$ cat src/rtl/fsk_pkg.sv
// Shared FSK definitions: symbol type, modulator periods, demodulator class thresholds and FSM states.
package fsk_pkg;
  typedef logic [1:0] sym_t;

  localparam int PER_W    = 8;
  localparam int PER_SYM0 = 2;
  localparam int PER_SYM1 = 4;
  localparam int PER_SYM2 = 8;
  localparam int PER_SYM3 = 16;

  // Thresholds sit roughly midway between neighbouring nominal periods
  localparam int CLS_TH0 = 3;
  localparam int CLS_TH1 = 6;
  localparam int CLS_TH2 = 12;

  typedef enum logic [1:0] {SEARCH, ACQUIRE, LOCKED} state_t;

  function automatic sym_t classify(input logic [PER_W-1:0] p);
    if (int'(p) <= CLS_TH0)      return 2'd0;
    else if (int'(p) <= CLS_TH1) return 2'd1;
    else if (int'(p) <= CLS_TH2) return 2'd2;
    else                         return 2'd3;
  endfunction
endpackage

$ cat src/rtl/fsk_period_meter.sv
// Synchronises the FSK input, flags rising edges and measures rise-to-rise period.
// rise is combinational from the 2nd/3rd flops; period saturates at TIMEOUT (timeout high).
module fsk_period_meter
  import fsk_pkg::*;
#(
  parameter int TIMEOUT = 32
) (
  input  logic             clk,
  input  logic             reset,
  input  logic             in,
  output logic             rise,
  output logic [PER_W-1:0] period,
  output logic             timeout
);
  logic             s1, s2, s3;
  logic [PER_W-1:0] per_cnt;

  assign rise    = s2 & ~s3;
  assign period  = per_cnt;
  assign timeout = (per_cnt == PER_W'(TIMEOUT));

  always_ff @(posedge clk or negedge reset) begin
    if (!reset) begin
      s1      <= 1'b0;
      s2      <= 1'b0;
      s3      <= 1'b0;
      per_cnt <= '0;
    end else begin
      s1 <= in;
      s2 <= s1;
      s3 <= s2;
      if (rise)
        per_cnt <= PER_W'(1);
      else if (!timeout)
        per_cnt <= per_cnt + PER_W'(1);
    end
  end
endmodule

$ cat src/rtl/fsk_demodulator.sv
// FSK demodulator: classifies input periods into symbols, debounced over MATCH_CNT periods.
// Outputs update 3 edges after the input edge; optional err_cnt with DEMOD_ERRCNT_EN.
module fsk_demodulator
  import fsk_pkg::*;
#(
  parameter int MATCH_CNT = 2,
  parameter int TIMEOUT   = 32
) (
  input  logic       clk,
  input  logic       reset,
  input  logic       in,
  output logic [1:0] sym,
  output logic       sym_valid,
  output logic       lock
`ifdef DEMOD_ERRCNT_EN
  ,
  output logic [7:0] err_cnt
`endif
);
  logic             rise;
  logic             timeout;
  logic [PER_W-1:0] period;
  state_t           state;
  sym_t             cand;
  sym_t             cls;
  logic [2:0]       match;
  logic [3:0]       match_nxt;
  logic             locked_once;

  fsk_period_meter #(.TIMEOUT(TIMEOUT)) u_meter (
    .clk     (clk),
    .reset   (reset),
    .in      (in),
    .rise    (rise),
    .period  (period),
    .timeout (timeout)
  );

  assign cls       = classify(period);
  assign match_nxt = (cls == cand) ? {1'b0, match} + 4'd1 : 4'd1;

  always_ff @(posedge clk or negedge reset) begin
    if (!reset) begin
      state       <= SEARCH;
      cand        <= '0;
      match       <= '0;
      sym         <= '0;
      sym_valid   <= 1'b0;
      lock        <= 1'b0;
      locked_once <= 1'b0;
    end else begin
      sym_valid <= 1'b0;
      case (state)
        SEARCH: begin
          // first edge only starts the period counter
          if (rise) begin
            state <= ACQUIRE;
            match <= '0;
          end
        end
        ACQUIRE: begin
          if (rise) begin
            cand  <= cls;
            match <= match_nxt[2:0];
            if (match_nxt >= 4'(MATCH_CNT)) begin
              state       <= LOCKED;
              sym         <= cls;
              lock        <= 1'b1;
              sym_valid   <= !locked_once || (cls != sym);
              locked_once <= 1'b1;
            end
          end else if (timeout) begin
            state <= SEARCH;
          end
        end
        LOCKED: begin
          if (rise) begin
            if (cls != sym) begin
              state <= ACQUIRE;
              cand  <= cls;
              match <= 3'd1;
              lock  <= 1'b0;
            end
          end else if (timeout) begin
            state <= SEARCH;
            lock  <= 1'b0;
          end
        end
        default: state <= SEARCH;
      endcase
    end
  end

`ifdef DEMOD_ERRCNT_EN
  logic err_evt;
  assign err_evt = (state == LOCKED) && (rise ? (cls != sym) : timeout);

  always_ff @(posedge clk or negedge reset) begin
    if (!reset)
      err_cnt <= 8'd0;
    else if (err_evt && (err_cnt != 8'hFF))
      err_cnt <= err_cnt + 8'd1;
  end
`endif
endmodule
$ cat config.mk
export PLATFORM = sky130hd
export DESIGN_NAME = fsk_demodulator
export DESIGN_NICKNAME = d
export VERILOG_FILES = /design/src/rtl/fsk_pkg.sv /design/src/rtl/fsk_period_meter.sv /design/src/rtl/fsk_demodulator.sv
export SDC_FILE = /design/constraint.sdc
export NUM_CORES = 1
export LEC_CHECK = 0
export BUFFER_PORTS_ARGS = -buffer_cell sky130_fd_sc_hd__buf_4
export CORE_MARGIN = 2
export CORE_UTILIZATION = 54
export DETAILED_ROUTE_END_ITERATION = 10
export HOLD_SLACK_MARGIN = 0.02
export PLACE_DENSITY = 0.73
export SYNTH_ARGS = -nofsm -noshare
export SYNTH_HDL_FRONTEND = slang
export SYNTH_SLANG_ARGS = --single-unit
$ cat constraint.sdc
create_clock -name clk -period 2.1 [get_ports clk]
set_input_delay 0.105 -clock clk [delete_from_list [all_inputs] [get_ports clk]]
set_output_delay 0.105 -clock clk [all_outputs]
set_load 0.01 [all_outputs]
==> qor.csv <==
metric,value,unit
Pleak,0.917,nW
Yosys reg bits,23,
Post-Route WL,3.71,mm
gr ovfl total,0,
CTS tree,done,
Yosys cell types,60,
Final WS setup,-0.254,ns
Worst Path Max Fanout,4,
total track usage,25.7,%
DIE AREA,3240,um^2
die span in y,56.9,um
post-route insts no fill,222,
Skew-Pair Late Insertion Delay,0.32,ns
DRC Markers,0,
core area,2710,um^2
yosys warns,0,
Max Root-Sink Buffers,2,
H-tree Lvls,1,
# clock sinks,23,
crit start category,flip-flop,
final core area utilization,72.1,%
Synth Area per Inst,10.1,um^2
ANT nets after route,0,
Place WS,-0.239,ns
HPWL after DPL,2.72,mm
post-placement cell count,209,
Layout Skew,0.00916,ns
final antenna diode count,0,
Worst VDD drop,0.838,mV
setup violators final,10,
run status,finished with violations,
Hold Path Class,in2async,
WL/cell,16.7,um
endpoint type of the worst setup path,flip-flop,
cell count of the worst reg-to-reg path,5,
crit path time final,2.35,ns
placement row count,19,
global-route wire length before repair,6.58,mm
flop2flop setup slack,-0.25,ns
vias in the first global route,1418,
via-per-instance ratio,6.11,
fraction of layout cells with a size suffix above 1,37.2,%
fmax,0.425,GHz
via count,1357,
Final nets,203,
Placed Instance Area,1810,um^2
worst reg2reg path startpoint,u_meter.period[7],
Fill cells,214,
Fin. Hold Viols,0,
clock slew at the register clock pins of the worst setup and hold paths,0.13,ns
main flop type after synthesis,dfrtp_1,
"Seq/Total Area, Yosys",38.0,%
violated checks,negative setup slack,
initial antenna violation count,0,
CTS root buffer,clkbuf_4,
1st-pass router iterations,4,
Port Buffer Count,6,
Syn Inst Count,150,
"Slew Viols, Final",0,
1st-iter DRT viols,75,
setup repair after global routing missed its margin,true,
worst slew pin tran,0.468,ns
part of the cycle the worst path needs,112,%
asr flop ratio synth,100,%
Post-synth EDFFs,0,
Top Ports,7,
Die X,56.9,um
reg2reg end,match[0],
setup TNS,-1.64,ns
initial core utilization,55.8,%
Area Overhead vs Synth,29.1,%
relative slew slack,68.5,%
RePlAce Congestion,0.824,
power per cell area,1300,nW/um^2
CP Data Required Time,2.31,ns
Tot Pwr,2.53,mW
syn nets,161,
max_cap viols,0,
pin count of the biggest net entering global routing,24,
Finished Cell Area,1950,um^2
worst hold slack,0.194,ns
critical path arrival,2.57,ns
Mapped Area,1510,um^2
crit path kind,reg2reg,
Num CTS Buffers,3,
==> where the power goes <==
| group | internal, mW | switching, mW | leakage, nW |
|---|---|---|---|
| combinational | 0.851 | 0.786 | 0.606 |
| sequential | 0.553 | 0.129 | 0.296 |
| clock | 0.0743 | 0.137 | 0.0150 |
==> final cells by class <==
type	instances	area (um^2)	area share, %
clock buffer	4	26.3	1.35
multi-input combinational	113	951	48.7
tap	31	38.8	1.99
timing repair buffer	43	332	17.0
sequential	23	576	29.5
inverter	8	30.0	1.54
==> flip-flops by register name (all words and copies together) (netlist names), 2 cells and up <==
| name | cells |
|---|---|
| match | 3 |
| sym | 2 |
| state | 2 |
| u_meter.period | 8 |
| cand | 2 |
==> repair_timing <==
item                       4_1_cts  5_1_grt
buffers inserted                 5        2
hold buffers                     2        0
hold endpoints to repair        24        0
setup endpoints to repair       12       12
pin swaps                        9        2
gates resized for setup          5        6
==> critical path: stages (launching register included) <==
cell	delay, ns
dfrtp_1	0.43
or4_1	0.62
a311oi_4	0.36
nor2_4	0.09
or4b_1	0.48
a32o_1	0.27
==> routing by layer <==
| metal | track usage (%) | wire length (um) | vias up |
|---|---|---|---|
| met4 | 8.31 | 68 | 0 |
| met1 | 32.4 | 1610 | 669 |
| met2 | 45.3 | 1920 | 34 |
| met3 | 3.23 | 111 | 8 |
| li1 | - | - | 646 |
| met5 | 0 | 0 | - |
==> cell usage in the layout, fill, tap and decap left out, types with 2 or more instances in the layout <==
cell            n
a211o_1         2
a21oi_1         8
a221oi_2        2
and3_1          2
buf_4          40
clkbuf_4        3
dfrtp_1        23
dlygate4sd3_1   2
ha_1            7
inv_1           7
mux2_4          5
nand2_1         6
nand2b_1        2
nand3_1         6
nand4_1         2
nor2_1         11
nor2b_1         2
nor3_1          2
nor3b_1         2
o21ai_0         2
o21ai_1         2
o41ai_1         2
or3_1           2
or4_4           2
xnor2_1         2
xor2_1          4
==> cell families after synthesis <==
| family | synth area share [%] |
|---|---|
| and+or+nand+nor | 21.3 |
| AOI/OAI and AO/OA | 20.8 |
| DFF | 38.0 |
| buffers and inverters | 4.14 |
| adders and majority gates | 6.62 |
| muxes | 5.62 |
| xor gates and xnor gates | 3.47 |
==> Yosys cell counts (2+ instances only) <==
| cell | n | area (um^2) |
|---|---|---|
| dfrtp_1 | 23 | 576 |
| nor2_1 | 12 | 45.0 |
| a21oi_1 | 8 | 40.0 |
| ha_1 | 8 | 100 |
| inv_1 | 8 | 30.0 |
| nand2_1 | 6 | 22.5 |
| nand3_1 | 6 | 30.0 |
| o21ai_0 | 4 | 20.0 |
| xor2_1 | 4 | 35.0 |
| clkbuf_1 | 3 | 11.3 |
| mux2_2 | 3 | 33.8 |
| nor3b_1 | 3 | 22.5 |
| a211o_1 | 2 | 17.5 |
| a21boi_0 | 2 | 15.0 |
| and3_1 | 2 | 12.5 |
| buf_2 | 2 | 10.0 |
| mux2_4 | 2 | 30.0 |
| nand2b_1 | 2 | 12.5 |
| nand4_1 | 2 | 12.5 |
| nor2b_1 | 2 | 12.5 |
| nor3_1 | 2 | 10.0 |
| o41ai_1 | 2 | 17.5 |
| or3_1 | 2 | 12.5 |
| or3b_1 | 2 | 17.5 |
| or4_4 | 2 | 22.5 |
| xnor2_1 | 2 | 17.5 |
==> how the worst max path moves through the flow <==
stage                 startpoint        to  cells after the start
2_1_floorplan  u_meter.period[0]  match[0]                      7
3_3_place_gp   u_meter.period[0]  match[0]                      7
3_5_place_dp   u_meter.period[0]  match[0]                      7
4_1_cts        u_meter.period[1]  match[0]                      6
5_1_grt        u_meter.period[0]  match[0]                      7
6_report       u_meter.period[7]  match[0]                      5
Power figures use the tool's default switching activity.
